File: src/rtl/mem_2port_be.sv
// Single-clock true dual-port RAM with per-lane byte enables, selectable read-during-write,
// optional output register, same-address collision flag and a post-reset clear sweep.
module mem_2port_be #(
  parameter int          N         = 16,
  parameter int          L         = 2,
  parameter int          BW        = 8,
  parameter int          RDW_MODE  = 0,
  parameter int          OUT_REG   = 0,
  parameter int          INIT_EN   = 1,
  parameter logic [N-1:0] INIT_VAL = '0,
  parameter string       INIT_FILE = ""
) (
  input  logic              clk,
  input  logic              rst,
  output logic              init_busy,
  input  logic [L-1:0]      addr_a,
  input  logic              en_a,
  input  logic [N/BW-1:0]   we_a,
  input  logic [N-1:0]      w_data_a,
  output logic [N-1:0]      r_data_a,
  output logic              r_valid_a,
  input  logic [L-1:0]      addr_b,
  input  logic              en_b,
  input  logic [N/BW-1:0]   we_b,
  input  logic [N-1:0]      w_data_b,
  output logic [N-1:0]      r_data_b,
  output logic              r_valid_b,
  output logic              coll
);

  localparam int NB    = N / BW;
  localparam int MAX_M = 1 << L;

  typedef enum logic {S_CLEAR, S_READY} state_t;

  state_t         state_q, state_d;
  logic [L-1:0]   cnt_q, cnt_d;
  logic [N-1:0]   mem [MAX_M];

  logic           act_a, act_b;
  logic [N-1:0]   old_a, old_b;
  logic [N-1:0]   rd_data_a_q, rd_data_a_d, rd_data_b_q, rd_data_b_d;
  logic           rd_valid_a_q, rd_valid_a_d, rd_valid_b_q, rd_valid_b_d;
  logic           coll_q, coll_d;

  function automatic logic [N-1:0] merge(input logic [N-1:0] old_w, input logic [N-1:0] new_w,
                                         input logic [NB-1:0] we);
    merge = old_w;
    for (int k = 0; k < NB; k++)
      if (we[k]) merge[k*BW +: BW] = new_w[k*BW +: BW];
  endfunction

  // Returns {valid, data} for one port's first read stage.
  function automatic logic [N:0] port_read(input logic act, input logic [NB-1:0] we,
                                           input logic [N-1:0] old_w, input logic [N-1:0] new_w,
                                           input logic [N-1:0] held);
    port_read = {1'b0, held};
    if (act) begin
      if (we == '0)         port_read = {1'b1, old_w};
      else if (RDW_MODE == 0) port_read = {1'b1, merge(old_w, new_w, we)};
      else if (RDW_MODE == 1) port_read = {1'b1, old_w};
    end
  endfunction

  assign init_busy = (state_q == S_CLEAR);
  assign act_a     = (state_q == S_READY) && en_a;
  assign act_b     = (state_q == S_READY) && en_b;
  assign old_a     = mem[addr_a];
  assign old_b     = mem[addr_b];

  always_comb begin
    state_d = state_q;
    cnt_d   = cnt_q;
    if (state_q == S_CLEAR) begin
      cnt_d = cnt_q + 1'b1;
      if (cnt_q == '1) state_d = S_READY;
    end
    {rd_valid_a_d, rd_data_a_d} = port_read(act_a, we_a, old_a, w_data_a, rd_data_a_q);
    {rd_valid_b_d, rd_data_b_d} = port_read(act_b, we_b, old_b, w_data_b, rd_data_b_q);
    coll_d = act_a && act_b && (addr_a == addr_b) && ((we_a != '0) || (we_b != '0));
  end

  always_ff @(posedge clk) begin
    if (rst) begin
      state_q      <= (INIT_EN != 0) ? S_CLEAR : S_READY;
      cnt_q        <= '0;
      rd_data_a_q  <= '0;
      rd_data_b_q  <= '0;
      rd_valid_a_q <= 1'b0;
      rd_valid_b_q <= 1'b0;
      coll_q       <= 1'b0;
    end else begin
      state_q      <= state_d;
      cnt_q        <= cnt_d;
      rd_data_a_q  <= rd_data_a_d;
      rd_data_b_q  <= rd_data_b_d;
      rd_valid_a_q <= rd_valid_a_d;
      rd_valid_b_q <= rd_valid_b_d;
      coll_q       <= coll_d;
    end
  end

  // Port A owns any lane both ports enable on the same address; B fills the rest.
  always_ff @(posedge clk) begin
    if (!rst) begin
      if (init_busy) begin
        mem[cnt_q] <= INIT_VAL;
      end else begin
        for (int k = 0; k < NB; k++) begin
          if (act_b && we_b[k] && !(act_a && we_a[k] && (addr_a == addr_b)))
            mem[addr_b][k*BW +: BW] <= w_data_b[k*BW +: BW];
          if (act_a && we_a[k])
            mem[addr_a][k*BW +: BW] <= w_data_a[k*BW +: BW];
        end
      end
    end
  end

  if (OUT_REG != 0) begin : g_out_reg
    logic [N-1:0] out_data_a_q, out_data_a_d, out_data_b_q, out_data_b_d;
    logic         out_valid_a_q, out_valid_b_q, out_coll_q;

    always_comb begin
      out_data_a_d = rd_valid_a_q ? rd_data_a_q : out_data_a_q;
      out_data_b_d = rd_valid_b_q ? rd_data_b_q : out_data_b_q;
    end

    always_ff @(posedge clk) begin
      if (rst) begin
        out_data_a_q  <= '0;
        out_data_b_q  <= '0;
        out_valid_a_q <= 1'b0;
        out_valid_b_q <= 1'b0;
        out_coll_q    <= 1'b0;
      end else begin
        out_data_a_q  <= out_data_a_d;
        out_data_b_q  <= out_data_b_d;
        out_valid_a_q <= rd_valid_a_q;
        out_valid_b_q <= rd_valid_b_q;
        out_coll_q    <= coll_q;
      end
    end

    assign r_data_a  = out_data_a_q;
    assign r_data_b  = out_data_b_q;
    assign r_valid_a = out_valid_a_q;
    assign r_valid_b = out_valid_b_q;
    assign coll      = out_coll_q;
  end else begin : g_direct
    assign r_data_a  = rd_data_a_q;
    assign r_data_b  = rd_data_b_q;
    assign r_valid_a = rd_valid_a_q;
    assign r_valid_b = rd_valid_b_q;
    assign coll      = coll_q;
  end

endmodule

File: config.mk
export PLATFORM = sky130hd
export DESIGN_NAME = mem_2port_be
export DESIGN_NICKNAME = d
export VERILOG_FILES = /design/src/rtl/mem_2port_be.sv
export SDC_FILE = /design/constraint.sdc
export NUM_CORES = 1
export LEC_CHECK = 0
export CELL_PAD_IN_SITES_DETAIL_PLACEMENT = 1
export CELL_PAD_IN_SITES_GLOBAL_PLACEMENT = 2
export CORE_ASPECT_RATIO = 1.5
export CORE_MARGIN = 2
export CORE_UTILIZATION = 38
export CTS_CLUSTER_DIAMETER = 80
export DETAILED_ROUTE_END_ITERATION = 8
export GPL_TIMING_DRIVEN = 0
export PLACE_DENSITY = 0.95
export SLEW_MARGIN = 30
export SYNTH_ARGS = -nofsm -noshare
export SYNTH_HDL_FRONTEND = slang
export SYNTH_SLANG_ARGS = --single-unit
File: constraint.sdc
create_clock -name clk -period 4.4 [get_ports clk]
set_clock_uncertainty 0.05 [all_clocks]
set_input_delay 0.88 -clock clk [delete_from_list [all_inputs] [get_ports clk]]
set_output_delay 0.88 -clock clk [all_outputs]
set_load 0.005 [all_outputs]
* Word-level counts from Yosys, hierarchy flattened
Memories as Yosys holds them, arrays and structs flattened. Index checks and enable logic that the tools add are counted.
Word-level totals: bits in registers 38, memories kept 1, RAM bits 64, logic and storage cells 67, output and inout bits 36, input bits 44
Memories:
- mem | depth 4, width 16, read ports 2, clocked after memory_dff 0, wr ports 2, RTL line 38 | logic [N-1:0] mem [MAX_M];
Operators by class: mux-type cells 30, bitwise operators 3, add/subtract/negate cells 1, equality and inequality tests 2, reductions and logical operators 23
Operators by type and width (number):
- two-way mux 16 bit | 3
- two-way mux 8 bit | 4
- two-way mux 1 bit | 21
- OR reduction 16 bit | 1
- logical AND 1 bit | 13
- logical NOT 2 bit | 2
- two-way mux 2 bit | 2
- nonzero test 2 bit | 2
- OR reduction 2 bit | 2
- NOT 1 bit | 3
- adder 2 x 1 -> 2 bit, second input constant | 1
- == test 2 bit | 1
- == test 2 bit, second input constant | 1
- logical NOT 1 bit | 2
- logical OR 1 bit | 1

* Logic depth before layout (Yosys ltp)
word-level depth 11, mapped depth 8, mapped depth without buffers 5

* Worst setup path after synthesis
OpenSTA, ideal clock, no wires.
kind input port to flip-flop, start point in en_a, end point mem mem[3][0], enable pin, path slack 1.621 ns, data required time 3.974 ns, buffers on the path 1, stages 6, arrival time 2.353 ns, path through and2_1 -> buf_6 -> and4_4 -> o22ai_4 -> mux2_2 -> o22ai_1
RTL lines:
- start: declaration | RTL line 17 | input logic en_a,
- end: declaration | RTL line 38

==> out/metrics.cfg <==
[status]
status=finished, final reports clean

[cells_and_area]
area_delta_synth_final_pct=24.6
fill_cells=1464
nNetsFinal=603
drive_gt1_share_pct=13.5
num_antenna_cells=0
fin_util_pct=48.6
final_area_um2=6580

[synthesis]
synthArstFlopShare_pct=0
ys_seq_area_share_pct=50.8
syn_avg_cell_area_um2=11.3
synth-compound-area-share_pct=12.5
syn-instance-count=468
synth_nets=513
synthXorXnorAreaFrac_pct=0.498
syn_area_um2=5280
synth_ff_type=edfxtp_1
synthSimpleGateAreaFrac_pct=12.0
synth_top_family_by_area=multiplexers
synthAdderAreaFrac_pct=0.237
ys_ff_latch=102
synth.area.mux_share_pct=20.5
synth-warning-count=0
synth_edf_count=64
synth.distinct_cells=33

[power]
cellPowerDensity_nw_per_um2=347
comb_power_share_pct=17.1
switchingPower_mw=0.614
leakagePower_nw=2.21
total_power_mw=2.29
max-vdd-ir-drop_uv=181
power_frac_seq_pct=49.6
clkPwrFrac_pct=33.3
internal_power_mw=1.67
swShare_pct=26.9

[setup_path]
path_cells=clkdlybuf4s50_1 > buf_1 > nand2_1 > a211o_1 > o22ai_1
worstPathMaxFanout=10
cp_num_buf_inv=2
cp.required_ns=4.32
slowest_delay_ns=0.78
crit_type=in -> reg
r2r_slack_ns=1.72
cp-start-kind=primary input
endpoint_kind=flip-flop
worstPathArrival_ns=3.31
cp_slowest_cell=o22ai_1
r2r_start=state_q
rr_worst_depth=7
path_delay_family=compound AO/OA/AOI/OAI gates
rr_endpoint=mem[3][15]

[worst_hold_path]
min_from=r_data_b[10]
whs_path_depth=2
hp-class=reg -> reg
holdPathEnd=r_data_b[10]

[global_routing]
grt_max_degree=18
busiest_layer=met2
globalRouteMet2Util_pct=42.4
antenna_found_initial=0
grt_pass1_vias=4631
global_route.usage.met3_pct=3.15
grt.overflow.total=0
grt_util_met1_pct=26.6
grt.total_usage_pct=23.1
grt_pass1_wl_mm=25.6

[job]
maxCapViolCount=0

[timing]
final-hold-violation-count=0
max_freq_mhz=295
fin_setup_tns_ns=0
fin_crit_sh_pct=77.1
relSlewSlack_pct=35.5
worst_pin_slew_ns=0.968
post-route-min-period_ns=3.39
grt_setup_unrepaired=false
final_max_slew_viol_count=0
finalWorstSetupSlack_ns=1.01
final-setup-viol-count=0

[clock_network]
clk-insertion-delay-late_ns=0.35
postCtsSetupBuffers=0
postCtsResizedCells=0
htreeDepth=3
cts.path.max_buffers=2
clkTransAtPathRegs_ns=0.07
cts_buffers=9
cts_root_buffer=clkbuf_16
cts_num_sinks=102
cts_tree=done
ctsHoldBuffers=0

[routing]
via_count=4254
drt_iter0_drc=237
wire_per_inst_um=22.7
drt_pre_antenna_iters=7
drc=0
wirelength_mm=16.4
vias_per_cell=5.87
ant_nets=0

[placement]
place_hpwl_mm=12.2
dp_slack_ns=0.575
portBuffers=79
place_area_um2=6290
place_congestion=0.832

[floorplan]
die_h_um=148
die-area_um2=14900
die-width_um=100
io_pins=80
std_cell_rows=52
core_um2=13500
start_util_pct=39.0

-- kinds of logic after synthesis --
logic type               count (synthesis)
AND/OR/NAND/NOR                        150
XOR/XNOR                                 3
AO/OA/AOI/OAI                          108
flip-flops                             102
adder cells (fa/ha/maj)                  1
multiplexers                            68
buffers and inverters                   36
-- metal layers --
metal  wire length (um)  up-vias
met3                703       35
li1                   -     1929
met5                  0        -
met2               8940      164
met4                427        0
met1               6370     2126
-- sequential cells by signal (all words and copies together), names as in the netlist --
signal     cells
state_q        1
cnt_q          2
mem           64
r_valid_b      1
coll           1
r_valid_a      1
r_data_b      16
r_data_a      16
-- power groups by stage --
stage               clock network [mW]  logic (mW)  registers [mW]
detailed placement                   0       0.387            1.15
CTS                              0.765       0.390            1.13
global placement                     0       0.373            1.14
global route                     0.809       0.417            1.14
finish                           0.762       0.391            1.13
floorplan                            0       0.214            1.14
-- metrics by stage --
step | hold WS (ns) | cells
2_1_floorplan | 0.444 | 468
3_3_place_gp | 0.445 | 709
3_5_place_dp | 0.451 | 709
4_1_cts | 0.459 | 725
5_1_grt | 0.478 | 725
6_report | 0.454 | 725
-- cells in the final DEF (no fill, tap or decap), types with 3 or more instances in the layout --
master           netlist  layout
a211o_1                4       4
a211oi_1              32      32
buf_1                  3       3
buf_2                 14      14
buf_6                  4       4
clkbuf_1              14      15
clkbuf_16              0       9
clkdlybuf4s50_1        0      79
dfxtp_1               38      38
edfxtp_1              64      64
inv_6                  0       3
mux2i_1               35      35
mux4_2                32      32
nand2_1               88      88
nor2_1                43      43
nor2b_1                4       4
o21ai_0               58      58
o21ai_1                6       6
o22ai_2                0       5
-- synth_stat cells, types with 2 or more instances --
| cell | n | share of area [%] |
|---|---|---|
| mux4_2 | 32 | 14 |
| and3b_1 | 2 | 0.33 |
| o22ai_1 | 6 | 0.71 |
| edfxtp_1 | 64 | 36 |
| a211oi_1 | 32 | 4.5 |
| buf_1 | 3 | 0.21 |
| dfxtp_1 | 38 | 14 |
| o21ai_0 | 58 | 5.5 |
| and2_1 | 2 | 0.24 |
| buf_6 | 4 | 0.85 |
| nor3_1 | 2 | 0.19 |
| o21ai_1 | 6 | 0.57 |
| nand2b_1 | 2 | 0.24 |
| buf_2 | 14 | 1.3 |
| nor2b_1 | 4 | 0.47 |
| nor3_2 | 2 | 0.38 |
| nand2_1 | 88 | 6.3 |
| xnor2_1 | 2 | 0.33 |
| a211o_1 | 4 | 0.66 |
| nor2_1 | 43 | 3.1 |
| clkbuf_1 | 14 | 1.0 |
| mux2i_1 | 35 | 6.6 |
-- layout make-up --
class                      instances  area [um^2]  area share (%)
clock buffer                      10          229            3.48
clock inverter                     6         43.8           0.666
inverter                           1         3.75          0.0571
multi-input combinational        330         2450            37.2
timing repair buffer              79          791            12.0
sequential                       102         2680            40.8
tap                              162          203            3.08
buffer                            35          179            2.72
-- worst max-delay path by stage --
stage / startpoint / endpoint / slack, ns / depth (start not counted)
detailed placement: we_b[1] / mem[1][10] / 0.57 / 5
finish: we_b[1] / mem[3][15] / 1.01 / 5
floorplan: en_a / mem[3][0] / 1.62 / 6
global placement: we_b[0] / mem[1][4] / 0.64 / 5
CTS: we_b[1] / mem[1][8] / 0.91 / 5
global route: we_b[1] / mem[3][15] / 0.91 / 5
-- tightest hold or removal path, stage by stage (launching register included) --
cell	delay (ns)
dfxtp_1	0.31
nor2_1	0.10
a211oi_1	0.05
(Power assumes the default switching activity.)
